===== src/rtl/rgb_mixer.sv =====
// rgb_mixer: mixes an RGB colour from three rotary encoders into three PWM outputs plus a period sync pulse
// Ports: clk; reset (sync, active-high); encN_a/encN_b asynchronous quadrature inputs (0 red, 1 green, 2 blue);
//        pwmN_out registered PWM per channel; sync registered one-cycle pulse at PWM counter 0.
// Define RGB_MIXER_SATURATE_EN to clamp levels at 0/255 instead of wrapping modulo 256.
module rgb_mixer #(
  parameter int DEBOUNCE_LEN = 8
) (
  input  logic clk,
  input  logic reset,
  input  logic enc0_a,
  input  logic enc0_b,
  input  logic enc1_a,
  input  logic enc1_b,
  input  logic enc2_a,
  input  logic enc2_b,
  output logic pwm0_out,
  output logic pwm1_out,
  output logic pwm2_out,
  output logic sync
);
  logic [5:0] raw, s1_q, s2_q, deb_q, deb_d, old_q;
  logic [DEBOUNCE_LEN-1:0] sh_q [6];
  logic [7:0] lvl_q [3];
  logic [7:0] lvl_d [3];
  logic [7:0] cnt_q;
  logic [2:0] pwm_q;
  logic sync_q;
  assign raw = {enc2_b, enc2_a, enc1_b, enc1_a, enc0_b, enc0_a};
  for (genvar i = 0; i < 6; i++) begin : g_deb
    assign deb_d[i] = &sh_q[i] ? 1'b1 : (~|sh_q[i] ? 1'b0 : deb_q[i]);
  end
  for (genvar i = 0; i < 3; i++) begin : g_lvl
    logic a, b, oa, ob, step, up, dn;
    assign a = deb_q[2*i];
    assign b = deb_q[2*i+1];
    assign oa = old_q[2*i];
    assign ob = old_q[2*i+1];
    // exactly one bit of the pair changed; direction follows old_a vs new_b
    assign step = a ^ oa ^ b ^ ob;
    assign up = step & ~(oa ^ b);
    assign dn = step & (oa ^ b);
`ifdef RGB_MIXER_SATURATE_EN
    assign lvl_d[i] = (up && lvl_q[i] != 8'hff) ? lvl_q[i] + 8'd1 :
                      (dn && lvl_q[i] != 8'h00) ? lvl_q[i] - 8'd1 : lvl_q[i];
`else
    assign lvl_d[i] = up ? lvl_q[i] + 8'd1 : (dn ? lvl_q[i] - 8'd1 : lvl_q[i]);
`endif
  end
  always_ff @(posedge clk)
    if (reset) begin
      s1_q <= '0;
      s2_q <= '0;
      deb_q <= '0;
      old_q <= '0;
      cnt_q <= '0;
      pwm_q <= '0;
      sync_q <= 1'b0;
      for (int n = 0; n < 6; n++) sh_q[n] <= '0;
      for (int n = 0; n < 3; n++) lvl_q[n] <= '0;
    end else begin
      s1_q <= raw;
      s2_q <= s1_q;
      deb_q <= deb_d;
      old_q <= deb_q;
      cnt_q <= cnt_q + 8'd1;
      sync_q <= cnt_q == 8'd0;
      for (int n = 0; n < 6; n++) sh_q[n] <= {sh_q[n][DEBOUNCE_LEN-2:0], s2_q[n]};
      for (int n = 0; n < 3; n++) begin
        lvl_q[n] <= lvl_d[n];
        pwm_q[n] <= cnt_q < lvl_q[n];
      end
    end
  assign pwm0_out = pwm_q[0];
  assign pwm1_out = pwm_q[1];
  assign pwm2_out = pwm_q[2];
  assign sync = sync_q;
endmodule


===== config.mk =====
export PLATFORM = sky130hd
export DESIGN_NAME = rgb_mixer
export DESIGN_NICKNAME = d
export VERILOG_FILES = /design/src/rtl/rgb_mixer.sv
export SDC_FILE = /design/constraint.sdc
export NUM_CORES = 1
export LEC_CHECK = 0
export ABC_CLOCK_PERIOD_IN_PS = 2000
export CAP_MARGIN = 20
export CORE_MARGIN = 3
export CORE_UTILIZATION = 58
export CTS_BUF_LIST = sky130_fd_sc_hd__clkbuf_8
export CTS_CLUSTER_SIZE = 16
export DETAILED_ROUTE_END_ITERATION = 10
export PLACE_DENSITY = 0.78
export SLEW_MARGIN = 20
export SYNTH_ARGS = -nofsm -noshare
export SYNTH_HDL_FRONTEND = slang
export SYNTH_SLANG_ARGS = --single-unit

===== constraint.sdc =====
create_clock -name clk -period 2 [get_ports clk]
set_input_delay 0.4 -clock clk [delete_from_list [all_inputs] [get_ports clk]]
set_output_delay 0.4 -clock clk [all_outputs]
set_load 0.01 [all_outputs]

Word-level counts from Yosys, hierarchy flattened
Memory sizes are Yosys's and may differ from the RTL's.
Index checks and enable logic that the tools add are counted.

word-level totals
  bits in registers = 36
  bits in latches = 0
  RAM bits = 72
  memory bits (read-only) = 0
  bits of input ports = 8
  logic and storage cells = 103
  memories = 2

cells by class
  $add $sub $neg = 7
  multiply operators = 0
  divide/modulo/power cells = 0
  order comparisons = 3
  equal/unequal tests = 6
  shift operators = 0
  muxes and demuxes = 30
  bitwise gates (word level) = 30
  reduce and logical (&&, ||, !) cells = 13

memory list
  name   words  bits a word  rd ports  clocked after memory_dff  wr ports  line  text
  sh_q   6      8            6         0                         6         22    logic [DEBOUNCE_LEN-1:0] sh_q [6];
  lvl_q  3      8            3         0                         3         23    logic [7:0] lvl_q [3];

operator list
  operator                                                            count
  8-bit two-way mux                                                   15
  8-bit AND reduction                                                 6
  8-bit OR reduction                                                  6
  8-bit by 1-bit adder with 8-bit output, second input constant       4
  8-bit < comparator                                                  3
  8-bit by 1-bit subtractor with 8-bit output, second input constant  3
  1-bit two-way mux                                                   15
  2-bit inequality test, second input constant                        6
  1-bit XOR                                                           12
  1-bit OR                                                            9
  8-bit logical NOT                                                   1
  1-bit AND                                                           6
  1-bit NOT                                                           3

Depth between registers and ports, before layout
Gate-level depths: netlist of run 1.

  depth in word-level cells = 7
  mapped depth = 8
  mapped depth without buffers = 8

Worst setup path after synthesis of run 1
OpenSTA, ideal clock, no wires.

  path type = reg-to-reg
  start point = register deb_q[4]
  end point = memory lvl_q[2][6] (netlist: lvl_q[0][22])
  library setup time = 71 ps
  arrival = 2168 ps
  required time = 1929 ps
  slack = -240 ps
  stages on the path, launching flop included = 9
  buffers on the path = 0
  clock period less this slack = 2240 ps
  cells stage by stage = dfxtp_1 > xor2_1 > nand2_1 > fa_1 > a211oi_1 > o21ai_0 > and3_1 > or3_1 > a21oi_1

RTL lines
  what                    line  text
  from (decl)             21    logic [5:0] raw, s1_q, s2_q, deb_q, deb_d, old_q;
  from (signal assigned)  53    deb_q <= '0;
  from (signal assigned)  63    deb_q <= deb_d;
  to (decl)               23

==> results of run 1 <==
-- power by group --
group / switching, uW / leakage [uW] / internal (uW)
Sequential: 20.5 / 0.000882 / 2180
Clock: 760 / 0.0000926 / 473
Combinational: 69.6 / 0.00141 / 86.8
Total: 850 / 0.00239 / 2740
-- layout make-up --
class	count	area, um2
Multi-Input combinational cell	352	2940
Sequential cell	108	2190
Tap cell	102	128
Timing Repair Buffer	50	434
Inverter	38	143
Clock buffer	9	124
Clock inverter	6	55.1
Fill cell	492	1870
-- metrics by stage --
step                      area [um2]  hold slack, ns  setup TNS (ns)  utilization [%]
after global placement          5530           0.417         -0.0259             70.1
after detailed placement        5530           0.425          -0.307             70.1
after CTS                       5800           0.445          -0.182             73.5
final                           6010           0.441          -0.331             76.2
after floorplan                 5110           0.414         -0.0722                -
after global routing            6010           0.462           -1.30             76.2
-- critical path: cells and delay by family (launching register included) --
| family | cells | cell delay (ns) |
|---|---|---|
| buf+inv | 1 | 0.15 |
| flops | 1 | 0.38 |
| simple gates | 3 | 0.62 |
| xor+xnor | 1 | 0.19 |
| fa+ha+maj | 1 | 0.22 |
| compound gates | 3 | 0.46 |
-- Yosys cell counts, types with 4 or more instances --
library cell / instances / share of area [%]
nor2b_1: 61 / 7.9
clkbuf_1: 8 / 0.62
dfxtp_1: 108 / 45
xnor2_1: 17 / 3.1
and3_1: 8 / 1.0
ha_1: 41 / 11
nand3_1: 10 / 1.0
nor4_1: 7 / 0.91
nand2b_1: 12 / 1.6
buf_2: 4 / 0.42
nand2_1: 15 / 1.2
a21o_1: 15 / 2.3
nor2_1: 47 / 3.7
xor2_1: 13 / 2.4
a21oi_1: 33 / 3.4
a211oi_1: 9 / 1.4
or4_1: 6 / 0.93
o21ai_0: 21 / 2.2
nand4_1: 6 / 0.78
inv_1: 38 / 3.0
-- cell usage in the layout, fill, tap and decap left out, types with 15 or more instances in the layout --
cell type	netlist	layout
dfxtp_1	108	96
nor2b_1	61	61
nor2_1	47	45
inv_1	38	38
buf_4	0	34
ha_1	41	28
a21oi_1	33	19
o21ai_0	21	17
a21o_1	15	15
-- worst max-delay path by stage --
stage | slack, ns | cells past startpoint | to
finish | -0.08 | 9 | lvl_q[0][22]
global route | -0.20 | 9 | lvl_q[0][22]
CTS | -0.05 | 8 | lvl_q[0][22]
detailed placement | -0.08 | 8 | lvl_q[0][23]
global placement | -0.03 | 8 | lvl_q[0][6]
floorplan | -0.03 | 8 | lvl_q[0][22]
-- sequential cells by signal, indices dropped and copies added, names as in the netlist --
signal,flops
sh_q,48
lvl_q,24
cnt_q,8
deb_q,6
old_q,6
s1_q,6
s2_q,6
pwm_q,3
sync,1
-- metal layers --
| layer | vias up | global-route usage [%] | wire length, um |
|---|---|---|---|
| met4 | 0 | 3.78 | 80 |
| met2 | 35 | 32.4 | 4280 |
| met1 | 1680 | 26.0 | 4210 |
| li1 | 1824 | - | - |
| met5 | - | 0 | 0 |
| met3 | 8 | 5.60 | 263 |
-- logic make-up after synthesis --
kind of cell	after synthesis	synth area share, %
XOR/XNOR	30	5.45
flip-flops	108	44.8
buffers and inverters	52	4.15
AND/OR/NAND/NOR	182	20.6
AO/OA/AOI/OAI	96	13.1
adder cells (fa/ha/maj)	44	11.9
-- what timing repair did --
| action | 4_1_cts | 5_1_grt |
|---|---|---|
| resized for setup | 11 | 34 |
| buffers inserted | 4 | 7 |
| cloned | 0 | 0 |
| endpoints found under the setup margin | 8 | 12 |
| pin swaps | 20 | 44 |
==> run_results.csv, run 1 <==
group,metric,value,unit
run_status,status,"finished, violations left",
run_status,violations,"setup timing",
yosys,async_reset_ff_share,0,%
place,place_ws,-0.0824,ns
detailed_routing,drcViolationCount,0,
grt,antenna_found_initial,0,
pwr,power.density,596,nW/um2
timing,setup_violations,6,
timing,drv_slew,0,
floorplanning,io_pins,12,
hold_path,min_from,"s2_q[4]",
timing,fmax,0.481,GHz
critical_path,startpoint_type,"register",
detailed_routing,wl,8840,um
timing,min_period,2.08,ns
yosys,synth_fp_nets,564,
layout,area_growth,24.7,%
detailed_routing,first_iter_violations,121,
yosys,synth-seq-area-share,44.8,%
floorplanning,initial_core_util,61.1,%
detailed_routing,wl_per_cell,13.3,um
critical_path,worst_ep_arrival_time,2.39,ns
yosys,yosysUniqueCellTypes,32,
cts,clkSinkCount,108,
cts,cts-hold-fix-buffers,0,
layout,final_net_count,611,
grt,grt_pass1_wl,15600,um
pwr,peakVddDrop,0.602,mV
critical_path,cpPeakStageDelay,0.38,ns
critical_path,required,2.31,ns
run,maxCapViolations,0,
floorplanning,dieWidth,97.2,um
grt,grt_max_degree,42,
cts,cts_root_buffer,"clkbuf_8",
layout,fin_cells,665,
cts,tritoncts,"yes",
cts,cts_buffer_depth,2,
place,dpl.hpwl,6160,um
critical_path,crit_start,"deb_q[4]",
timing,worst_slack,-0.0792,ns
layout,drive_above_1_share,23.4,%
timing,finClkSkew,0.0143,ns
hold_path,hold_depth,1,
yosys,synth-edff-count,0,
yosys,synth_ff_type,"dfxtp_1",
timing,hold_violations,0,
critical_path,critical_path_class,"register to register",
place,place.gp.congestion,0.845,
detailed_routing,vias,3547,
cts,htree_levels,3,
detailed_routing,dr.pass1.iters,4,
timing,rsz0062_at_grt,"true",
hold_path,hp-class,"register to register",
critical_path,cpMaxStageDelayCell,"dfxtp_4",
grt,grt_usage,19.7,%
yosys,netlist_area,4820,um2
critical_path,crit_fanout,7,
critical_path,endpoint_kind,"register",
cts,cts_buffers,9,
yosys,synth_cells,512,
layout,diodes,0,
floorplanning,core-area,7890,um2
pwr,leakagePower,0.00239,uW
yosys,yosysWarnings,0,
floorplanning,row_count,32,
hold_path,hold_path_end,"sh_q[0][32]",
detailed_routing,via_per_inst,5.33,
cts,clkLatencyLatePin,0.38,ns
floorplanning,die_area,9440,um2
floorplanning,die_y,97.2,um
yosys,ys_ff_latch,108,
grt,grt_pass1_vias,3504,
timing,fin_crit_sh,104,%
cts,clkTransAtPathRegs,0.11,ns
yosys,avgSynthCellArea,9.42,um2
critical_path,rr_worst_depth,9,
pwr,total_power,3590,uW
critical_path,worstReg2RegEnd,"lvl_q[0][22]",
critical_path,worstPathCellList,"xor2_4 > nand2_4 > buf_6 > ha_4 > o21ai_0 > o21ai_1 > and3_1 > or3_1 > a21oi_2",
place,place_inst,640,
timing,tightest_slew,0.374,ns
timing,max_slew_margin,75.0,%
detailed_routing,ant_nets,0,
critical_path,ff2ff_setup_slack,-0.08,ns
grt,grt_remaining_overflow,0,
critical_path,worstReg2RegStart,"deb_q[4]",
place,numPortBuffers,11,
Note: power is estimated with default switching activity, not from simulation.
==> inputs of run 2 (changes only) <==
CAP_MARGIN = unset   (was 20)
==> results of run 2 <==
Same layout as run 1: the final DEF is identical, and so are final timing and power.
==> inputs of run 3 (changes only) <==
ABC_CLOCK_PERIOD_IN_PS = 2300   (was 2000)
CORE_UTILIZATION = 64   (was 58)
PLACE_DENSITY = 0.82   (was 0.78)
clock period = 2.3 ns   (was 2 ns; I/O delays follow)
==> run_results.csv, run 3 (synthesis results as in run 1) <==
group,metric,value,unit
grt,antenna_found_initial,0,
detailed_routing,wl_per_cell,13.1,um
timing,finClkSkew,0.0105,ns
grt,grt_pass1_vias,3527,
critical_path,worst_ep_arrival_time,2.55,ns
critical_path,startpoint_type,"register",
cts,cts_buffer_depth,2,
layout,diodes,0,
run_status,status,"completed",
critical_path,critical_path_class,"register to register",
cts,htree_levels,3,
pwr,peakVddDrop,0.415,mV
detailed_routing,via_per_inst,5.44,
timing,tightest_slew,0.451,ns
critical_path,endpoint_kind,"register",
detailed_routing,dr.pass1.iters,4,
pwr,power.switching,701,uW
place,place_inst,630,
layout,post-route-util,76.3,%
floorplanning,initial_core_util,66.1,%
layout,top_register,"sh_q",
floorplanning,row_count,31,
timing,hold_violations,0,
grt,grt_usage,20.5,%
layout,largest_register_ffs,48,
cts,cts_root_buffer,"clkbuf_8",
floorplanning,io_pins,12,
pwr,clockPowerShare,35.7,%
layout,fillers,528,
timing,max_slew_margin,69.9,%
timing,fmax,0.444,GHz
floorplanning,dieWidth,92.8,um
cts,tritoncts,"yes",
timing,drv_slew,0,
critical_path,cpPeakStageDelay,0.39,ns
floorplanning,die_y,92.8,um
place,numPortBuffers,11,
timing,fin_crit_sh,98.0,%
pwr,power.density,572,nW/um2
place,dpl.hpwl,5780,um
pwr,leakagePower,0.00226,uW
detailed_routing,drcViolationCount,0,
pwr,p_int,2480,uW
layout,top_regs,"sh_q (48), lvl_q (24), cnt_q (8)",
detailed_routing,first_iter_violations,96,
critical_path,cpMaxStageDelayCell,"dfxtp_1",
hold_path,min_from,"s1_q[0]",
cts,clkTransAtPathRegs,0.10,ns
cts,clkLatencyLatePin,0.36,ns
layout,final_cell_mix,"dfxtp_1 (106), nor2b_1 (61), nor2_1 (47)",
run,maxCapViolations,0,
grt,grt_max_degree,36,
timing,setup_violations,0,
grt,grt_remaining_overflow,0,
layout,area_growth,15.3,%
hold_path,hp-class,"register to register",
detailed_routing,wl,8520,um
floorplanning,core-area,7290,um2
layout,final_common_cell,"dfxtp_1",
critical_path,required,2.60,ns
grt,grt_pass1_wl,14500,um
critical_path,crit_start,"old_q[3]",
layout,final_net_count,597,
pwr,comb_power_share,4.1,%
cts,cts_buffers,9,
critical_path,crit_fanout,7,
place,place.gp.congestion,0.859,
critical_path,worstPathCellList,"xor2_2 > nand2_2 > ha_1 > a211oi_4 > o31ai_4 > a311o_1 > and3_1 > nor3_2",
floorplanning,die_area,8610,um2
cts,cts-hold-fix-buffers,0,
layout,fin_cells,649,
pwr,swShare,22.0,%
detailed_routing,ant_nets,0,
timing,min_period,2.25,ns
detailed_routing,vias,3533,
layout,drive_above_1_share,13.6,%
critical_path,worstReg2RegStart,"old_q[3]",
pwr,power.share.sequential,60.2,%
cts,clkSinkCount,108,
[run 3: layout make-up]
cell class              instances  area [um2]  share of cell area, %
multi-input cells             352        2630                   47.2
clock buffers                   9         124                   2.23
repair buffers                 36         305                   5.49
flip-flops and latches        108        2160                   38.9
well taps                      99         124                   2.23
clock inverters                 7        75.1                   1.35
inverters                      38         143                   2.57
[run 3: timing repair]
action,in CTS,in global routing
resized for setup,4,25
buffers inserted,0,3
pin swaps,0,8
endpoints found under the setup margin,5,6
[run 3: critical path: cells and delay by family (launching register included)]
kind | cells | cell delay [ns]
AND/OR/NAND/NOR | 3 | 0.46
flip-flops | 1 | 0.39
XOR/XNOR | 1 | 0.20
adder cells (fa/ha/maj) | 1 | 0.35
AO/OA/AOI/OAI | 3 | 0.78
[run 3: final timing paths]
path / end / slack (ns) / cells after the start
setup / recovery: lvl_q[0][15] / 0.05 / 8
hold / removal: s2_q[0] / 0.45 / 1
setup reg to reg: lvl_q[0][15] / 0.05 / 8
hold reg to reg: s2_q[0] / 0.45 / 1
[run 3: per-layer routing]
metal / up-vias / wire length (um) / track usage, %
li1: 1811 / - / -
met1: 1665 / 3790 / 23.5
met2: 43 / 4380 / 36.5
met3: 14 / 215 / 4.63
met4: 0 / 131 / 8.42
met5: - / 0 / 0
[run 3: stage by stage]
step           setup slack (ns)  instance area (um2)  total power, uW  setup TNS, ns  hold slack (ns)
6_report                 0.0470                 5560             3180              0            0.447
5_1_grt                 -0.0816                 5560             3320         -0.173            0.459
4_1_cts                  0.0316                 5390             3220              0            0.450
3_5_place_dp             -0.122                 5170             2090         -0.210            0.426
3_3_place_gp           -0.00807                 5170             2090       -0.00807            0.417
2_1_floorplan            0.0603                 4820             2040              0            0.414
[run 3: power groups by stage]
stage          registers (uW)  clock network, uW  logic [uW]
3_5_place_dp             1960                  0         132
5_1_grt                  1920               1250         149
6_report                 1920               1130         131
4_1_cts                  1920               1170         133
2_1_floorplan            1960                  0        83.0
3_3_place_gp             1960                  0         129
